**src/rtl/load_store_unit.sv**
```systemverilog
// RV32I data-memory access stage: runs one req/ack bus transaction per load/store,
// stalls the core until it completes, and returns an extended load result or an exception.
module load_store_unit #(
    parameter int unsigned TIMEOUT = 255
) (
    input  logic        clk,
    input  logic        rst_n,
    input  logic        mem_enable,
    input  logic        mem_rw_mode,
    input  logic [2:0]  mem_func,
    input  logic [31:0] addr,
    input  logic [31:0] wdata,
    output logic        stall,
    output logic [31:0] rdata,
    output logic        rdata_valid,
    output logic        exc,
    output logic [1:0]  exc_cause,
    output logic        bus_req,
    output logic        bus_we,
    output logic [31:0] bus_addr,
    output logic [3:0]  bus_be,
    output logic [31:0] bus_wdata,
    input  logic        bus_ack,
    input  logic        bus_err,
    input  logic [31:0] bus_rdata
);

    localparam int unsigned    CW       = (TIMEOUT > 0) ? $clog2(TIMEOUT + 1) : 1;
    localparam logic [CW-1:0]  CNT_LAST = CW'(TIMEOUT - 1);

    typedef enum logic [1:0] {
        IDLE,
        BUSY,
        DONE
    } state_t;

    typedef enum logic [1:0] {
        CAUSE_NONE    = 2'b00,
        CAUSE_ALIGN   = 2'b01,
        CAUSE_BUS     = 2'b10,
        CAUSE_TIMEOUT = 2'b11
    } cause_t;

    state_t        state;
    state_t        state_next;
    cause_t        cause_next;
    logic          start;
    logic          finish;
    logic          access_legal;
    logic          timeout_hit;
    logic [3:0]    be_calc;
    logic [31:0]   wdata_calc;
    logic [31:0]   load_ext;
    logic [7:0]    byte_sel;
    logic [15:0]   half_sel;
    logic [2:0]    func_q;
    logic [1:0]    lane_q;
    logic [CW-1:0] cnt;

    // Legality: funct3 must exist for the direction, and the address aligned to the access size.
    always_comb begin
        access_legal = 1'b0;
        case (mem_func)
            3'b000:         access_legal = 1'b1;
            3'b001:         access_legal = ~addr[0];
            3'b010:         access_legal = (addr[1:0] == 2'b00);
            3'b100:         access_legal = ~mem_rw_mode;
            3'b101:         access_legal = ~mem_rw_mode & ~addr[0];
            default:        access_legal = 1'b0;
        endcase
    end

    always_comb begin
        be_calc    = 4'b1111;
        wdata_calc = wdata;
        case (mem_func[1:0])
            2'b00: begin
                be_calc    = 4'b0001 << addr[1:0];
                wdata_calc = {4{wdata[7:0]}};
            end
            2'b01: begin
                be_calc    = addr[1] ? 4'b1100 : 4'b0011;
                wdata_calc = {2{wdata[15:0]}};
            end
            default: begin
                be_calc    = 4'b1111;
                wdata_calc = wdata;
            end
        endcase
    end

    always_comb begin
        byte_sel = bus_rdata[{lane_q, 3'b000} +: 8];
        half_sel = lane_q[1] ? bus_rdata[31:16] : bus_rdata[15:0];
        case (func_q)
            3'b000:  load_ext = {{24{byte_sel[7]}}, byte_sel};
            3'b001:  load_ext = {{16{half_sel[15]}}, half_sel};
            3'b100:  load_ext = {24'h000000, byte_sel};
            3'b101:  load_ext = {16'h0000, half_sel};
            default: load_ext = bus_rdata;
        endcase
    end

    // Fires on the BUSY cycle whose increment would bring the counter to TIMEOUT.
    assign timeout_hit = (TIMEOUT != 0) && (cnt == CNT_LAST);

    always_ff @(posedge clk or negedge rst_n) begin
        if (!rst_n) begin
            state <= IDLE;
        end else begin
            state <= state_next;
        end
    end

    always_comb begin
        state_next = state;
        start      = 1'b0;
        finish     = 1'b0;
        cause_next = CAUSE_NONE;
        case (state)
            IDLE: begin
                if (mem_enable) begin
                    if (access_legal) begin
                        state_next = BUSY;
                        start      = 1'b1;
                    end else begin
                        state_next = DONE;
                        finish     = 1'b1;
                        cause_next = CAUSE_ALIGN;
                    end
                end
            end
            BUSY: begin
                if (bus_ack) begin
                    state_next = DONE;
                    finish     = 1'b1;
                    cause_next = bus_err ? CAUSE_BUS : CAUSE_NONE;
                end else if (timeout_hit) begin
                    state_next = DONE;
                    finish     = 1'b1;
                    cause_next = CAUSE_TIMEOUT;
                end
            end
            DONE: begin
                state_next = IDLE;
            end
            default: begin
                state_next = IDLE;
            end
        endcase
    end

    assign stall = (state == BUSY) || ((state == IDLE) && mem_enable);

    always_ff @(posedge clk or negedge rst_n) begin
        if (!rst_n) begin
            bus_req     <= 1'b0;
            bus_we      <= 1'b0;
            bus_addr    <= '0;
            bus_be      <= '0;
            bus_wdata   <= '0;
            func_q      <= '0;
            lane_q      <= '0;
            rdata       <= '0;
            rdata_valid <= 1'b0;
            exc         <= 1'b0;
            exc_cause   <= CAUSE_NONE;
        end else begin
            if (start) begin
                bus_req   <= 1'b1;
                bus_we    <= mem_rw_mode;
                bus_addr  <= {addr[31:2], 2'b00};
                bus_be    <= be_calc;
                bus_wdata <= wdata_calc;
                func_q    <= mem_func;
                lane_q    <= addr[1:0];
            end
            if (finish) begin
                bus_req     <= 1'b0;
                exc         <= (cause_next != CAUSE_NONE);
                exc_cause   <= cause_next;
                rdata_valid <= (state == BUSY) && !bus_we && (cause_next == CAUSE_NONE);
                if ((state == BUSY) && !bus_we && (cause_next == CAUSE_NONE)) begin
                    rdata <= load_ext;
                end
            end else if (state == DONE) begin
                exc         <= 1'b0;
                exc_cause   <= CAUSE_NONE;
                rdata_valid <= 1'b0;
            end
        end
    end

    always_ff @(posedge clk or negedge rst_n) begin
        if (!rst_n) begin
            cnt <= '0;
        end else if (start) begin
            cnt <= '0;
        end else if ((state == BUSY) && !bus_ack && (cnt != '1)) begin
            cnt <= cnt + CW'(1);
        end
    end

endmodule

```
**config.mk**
```make
export PLATFORM = sky130hd
export DESIGN_NAME = load_store_unit
export DESIGN_NICKNAME = d
export VERILOG_FILES = /design/src/rtl/load_store_unit.sv
export SDC_FILE = /design/constraint.sdc
export NUM_CORES = 1
export LEC_CHECK = 0
export BUFFER_PORTS_ARGS = -buffer_cell sky130_fd_sc_hd__clkbuf_2
export CAP_MARGIN = 30
export CORE_MARGIN = 2
export CORE_UTILIZATION = 49
export DETAILED_ROUTE_END_ITERATION = 8
export GPL_TIMING_DRIVEN = 1
export HOLD_SLACK_MARGIN = 0.12
export PLACE_DENSITY_LB_ADDON = 0.15
export SLEW_MARGIN = 10
export SYNTH_ARGS = -nofsm -noshare
export SYNTH_HDL_FRONTEND = slang
export SYNTH_SLANG_ARGS = --single-unit
```
**constraint.sdc**
```tcl
create_clock -name clk -period 2 [get_ports clk]
set_input_delay 0.4 -clock clk [delete_from_list [all_inputs] [get_ports clk]]
set_output_delay 0.4 -clock clk [all_outputs]
set_load 0.03 [all_outputs]
```
### Word-level counts from Yosys, hierarchy flattened

Index checks and enable logic that the tools add are counted.
W data, S select, Z words.

| cells by class | value |
|---|---|
| add/subtract/negate cells | 1 |
| $mul | 0 |
| div/mod/pow operators | 0 |
| order comparisons | 0 |
| eq/ne operators | 14 |
| shift-type cells | 2 |
| mux-type cells | 34 |
| bitwise gates (word level) | 3 |
| reduce and logical (&&, ||, !) cells | 20 |

Operator list:

| cell | number |
|---|---|
| $pmux W32 S4 | 1 |
| $pmux W32 S2 | 1 |
| $shiftx A32 B6 Y8 | 1 |
| $mux W2 | 9 |
| $mux W16 | 1 |
| $mux W8 | 2 |
| $mux W1 | 14 |
| $eq A3 B3 Y1 const B | 4 |
| $add A8 B1 Y8 const B | 1 |
| $eq A8 B8 Y1 const B | 1 |
| $logic_not A2 Y1 | 4 |
| $ne A8 B8 Y1 const B | 1 |
| $pmux W2 S2 | 2 |
| $pmux W4 S2 | 1 |
| $reduce_bool A2 Y1 | 4 |
| $eq A3 B1 Y1 const B | 2 |
| $logic_not A3 Y1 | 2 |
| $logic_and A1 B1 Y1 | 5 |
| $pmux W1 S5 | 1 |
| $eq A2 B1 Y1 const B | 2 |
| $mux W4 | 1 |
| $reduce_and A2 Y1 | 2 |
| $shl A1 B2 Y4 const A | 1 |
| $eq A3 B2 Y1 const B | 1 |
| 8 further kinds | 10 |

| storage, ports and cells | value |
|---|---|
| register bits | 119 |
| latch bits | 0 |
| memory bits (writable) | 0 |
| memory bits (read-only) | 0 |
| output and inout bits | 107 |
| memories kept | 0 |

### Depth between registers and ports, before layout

| depth | value |
|---|---|
| depth in word-level cells | 9 |
| depth in mapped cells | 6 |
| gate-level depth less buffers | 5 |

### Worst setup path after synthesis

No wires, ideal clock.

| timing | value |
|---|---|
| path kind | input port to flip-flop |
| start | in mem_func[0] |
| end | reg bus_wdata[10] |
| data arrival time | 1.579 ns |
| data required time | 1.867 ns |
| setup slack | 0.288 ns |
| stages | 6 |
| path buffers | 2 |
| path through | or4_4 -> a21bo_2 -> buf_6 -> buf_2 -> nand2_1 -> o21ai_0 |

| between the ends | value |
|---|---|
| longest elaborated chain between the ends | 5 |

Ends and longest elaborated chain:

| element | line | text |
|---|---|---|
| from (decl) | 10 | `input logic [2:0] mem_func,` |
| $eq A3 B3 Y1, or another cell as far along | 63 | `case (mem_func)` |
| $pmux W1 S5 | 63 |  |
| $mux W1 | 123 | `if (access_legal) begin` |
| $mux W1 | 122 | `if (mem_enable) begin` |
| $mux W1 | 120 | `case (state)` |
| to (signal assigned) | 174 | `bus_wdata <= wdata_calc;` |
| to (decl) | 22 | `output logic [31:0] bus_wdata,` |

Several ways; a longest one is shown, not always the timed one.
A chain may end at the register's enable or synchronous reset.

### Worst setup path after layout

| timing | value |
|---|---|
| start | reg state[1] |
| end | reg func_q[1] |

| between the ends | value |
|---|---|
| longest elaborated chain between the ends | 2 |

Ends and longest elaborated chain:

| element | line | text |
|---|---|---|
| from (decl) | 44 | `state_t state;` |
| from (signal assigned) | 111 | `state <= state_next;` |
| $logic_not A2 Y1 | 120 |  |
| $mux W1 | 120 |  |
| to (signal assigned) | 175 | `func_q <= mem_func;` |
| to (decl) | 56 | `logic [2:0] func_q;` |

No other way between the ends.

==> metrics.cfg <==
[sta]
rsz0062_at_grt = false
finalSetupTns_ns = 0
setup_viol = 0
skew_ns = 0.00730
min_period_ns = 1.73
timing.final.crit_share_pct = 86.7
hold_viol = 0
drv_slew = 0
finalHoldWorstSlack_ns = 0.175
maxClockFrequency_ghz = 0.577

[place]
port_buffers = 209
gp_congestion = 0.841
placed_area_sq_mm = 0.00691
dp_hpwl_mm = 11.3

[setup_path]
critical_path_class = reg -> reg
critPathTopFamily = flip-flops
cp.arrival_ns = 2.06
end_kind = register
crit_chain = nor3b_1, buf_4, a21boi_4, buf_12, nand2_1, o21ai_0
slowest_stage = dfrtp_1
r2r_cells = 6
critPathMaxStageDelay_ns = 0.52
critical_path.startpoint_type = register
critical_path_buf_inv_count = 2
r2r_slack_ns = 0.27
critPathRequiredTime_ns = 2.33
crit_fanout = 52
worstSetupPathDepth = 6

[layout]
drive_gt1_share_pct = 34.2
nFillCells = 953
nets = 941
antenna_cells = 0
multiInputGateArea_sq_mm = 0.00243
final_cell_area_sq_mm = 0.00750
seq_area_sq_mm = 0.00298
syn_to_final_growth_pct = 34.0

[drt]
drt_iter0_markers = 401
totalWireLength_mm = 15.7
wl_met1_mm = 6.57
wl_met2_mm = 7.50
met3_length_mm = 1.18
dr.max_layer_used = met4
vias_per_cell = 5.33
drc = 0
vias = 5276
drtPass1Iterations = 4
drtAntennaViolNets = 0
wl_per_cell_um = 15.9

[floorplan]
die_h_um = 111
core_sq_mm = 0.0113
initial_core_util_pct = 49.7
die_area_sq_mm = 0.0123
std_cell_rows = 39
die_x_um = 111
io_pins = 212

[synth]
synth-main-ff-cell = dfrtp_1
syn_avg_cell_area_sq_um = 9.02
syn-instance-count = 621
synth_most_common_cell = nand2_1
syn-cell-area_sq_mm = 0.00560
yosysTopAreaCell = dfrtp_1
yosys_warnings = 0
synth-edff-count = 0
ys_types = 53
synth_area_leaders = dfrtp_1 53%, nand2_1 14%, mux2i_1 4.5%
synth_top_area_share_pct = 53.2
synth_seq_cells = 119
yosysSeqAreaShare_pct = 53.2
async_reset_ff_share_pct = 100
ys_top_cells_by_count = 214 x nand2_1, 119 x dfrtp_1, 42 x nor2_1

[clock_network]
post_cts_buffers = 0
htreeDepth = 4
clk_latency_ns = 0.41
cts.path.max_buffers = 2
cts_sinks = 119
root_buffer = clkbuf_16
cts_buffers = 17
cts_tree = built
clkTransAtPathRegs_ns = 0.06

[power]
leakagePower_uw = 0.00393
power_density_mw_per_mm2 = 1510
comb_power_share_pct = 39.0
power_frac_clock_pct = 26.8
vdd_ir_drop_max_mv = 0.795
power.switching_uw = 4760
internal_power_uw = 6600
sw_frac_of_total_pct = 41.9
power_frac_seq_pct = 34.2
total_power_uw = 11400

[global_routing]
overflow = 0
track_usage_pct = 25.9
grt_max_degree = 53
grt_pass1_wl_mm = 25.6
grt_pass1_vias = 5306
antenna_found_initial = 0

[flow_run]
drv_cap = 0

[status]
status = complete, no violations

[hold_path]
worstHoldPathType = in -> reg
min_path_cells = 3

[placed cells by master, fill, tap and decap left out, types with 6 or more instances in the layout]
| cell | count |
|---|---|
| buf_4 | 18 |
| buf_12 | 6 |
| mux2_2 | 10 |
| inv_1 | 6 |
| nand2_1 | 214 |
| clkbuf_2 | 208 |
| o21ai_0 | 30 |
| mux2i_1 | 25 |
| a22oi_1 | 8 |
| dfrtp_1 | 119 |
| a21oi_1 | 33 |
| nor2_1 | 42 |
| a31o_2 | 7 |
| o22ai_1 | 7 |
| clkbuf_16 | 17 |
| o21ai_1 | 18 |
| o22a_1 | 7 |
[area by class of cell]
cell class                      count  area share (%)
Tap cell                          143            2.38
Multi-Input combinational cell    457            32.4
Clock inverter                     13            2.08
Sequential cell                   119            39.7
Clock buffer                       19            5.77
Inverter                            6           0.300
Timing Repair Buffer              233            17.4
[state kept, by name, summed over array words and instances, names as in the netlist]
signal	count
func_q	3
rdata_valid	1
rdata	32
cnt	8
exc_cause	2
exc	1
bus_req	1
state	2
bus_wdata	32
bus_we	1
lane_q	2
bus_addr	30
bus_be	4
[timing repair]
| action | 4_1_cts | 5_1_grt |
|---|---|---|
| hold endpoints to repair | 31 | 0 |
| hold buffers | 1 | 0 |
| endpoints found under the setup margin | 0 | 0 |
| resized for setup | 0 | 0 |
[path summary, 6_finish.rpt]
path,to,startpoint
max,func_q[1]$_DFFE_PN0N_,state[1]$_DFFE_PN0P_
min,bus_addr[5]$_DFFE_PN0N_,addr[5]
max reg2reg,func_q[1]$_DFFE_PN0N_,state[1]$_DFFE_PN0P_
min reg2reg,bus_addr[23]$_DFFE_PN0N_,bus_addr[23]$_DFFE_PN0N_
max in group asynchronous,bus_wdata[14]$_DFFE_PN0N_,rst_n
min in group asynchronous,rdata[25]$_DFFE_PN0P_,rst_n
[cell families after synthesis]
family | Yosys count | share of synthesized area, %
other | 1 | 0.0669
adders and majority gates | 2 | 0.447
AOI/OAI and AO/OA | 127 | 14.0
buffers and inverters | 46 | 3.77
and+or+nand+nor | 285 | 20.9
DFF | 119 | 53.2
xor gates and xnor gates | 5 | 0.782
muxes | 36 | 6.88
[routing by layer]
metal	vias up	global-route usage, %
li1	2519	-
met1	2510	31.6
met2	210	42.4
met3	37	8.20
met4	0	11.3
met5	-	0
[tightest hold or removal path: stages]
cell      delay, ns
clkbuf_2       0.07
nand2_1        0.04
nand2_1        0.04
[metrics by stage]
stage               utilization (%)  std cells  worst slack [ns]
floorplan                         -        622             0.288
global placement               61.3        957             0.105
detailed placement             61.3        957            0.0764
CTS                            66.6        990             0.250
global route                   66.6        990             0.112
finish                         66.6        990             0.266
[power groups by stage]
| stage | sequential (uW) | combinational, uW | clock [uW] |
|---|---|---|---|
| floorplan | 5450 | 1360 | 0 |
| global placement | 3870 | 4370 | 0 |
| detailed placement | 3890 | 4460 | 0 |
| CTS | 3880 | 4460 | 3090 |
| global route | 4000 | 4760 | 3210 |
| finish | 3880 | 4430 | 3050 |
(Power assumes the default switching activity.)
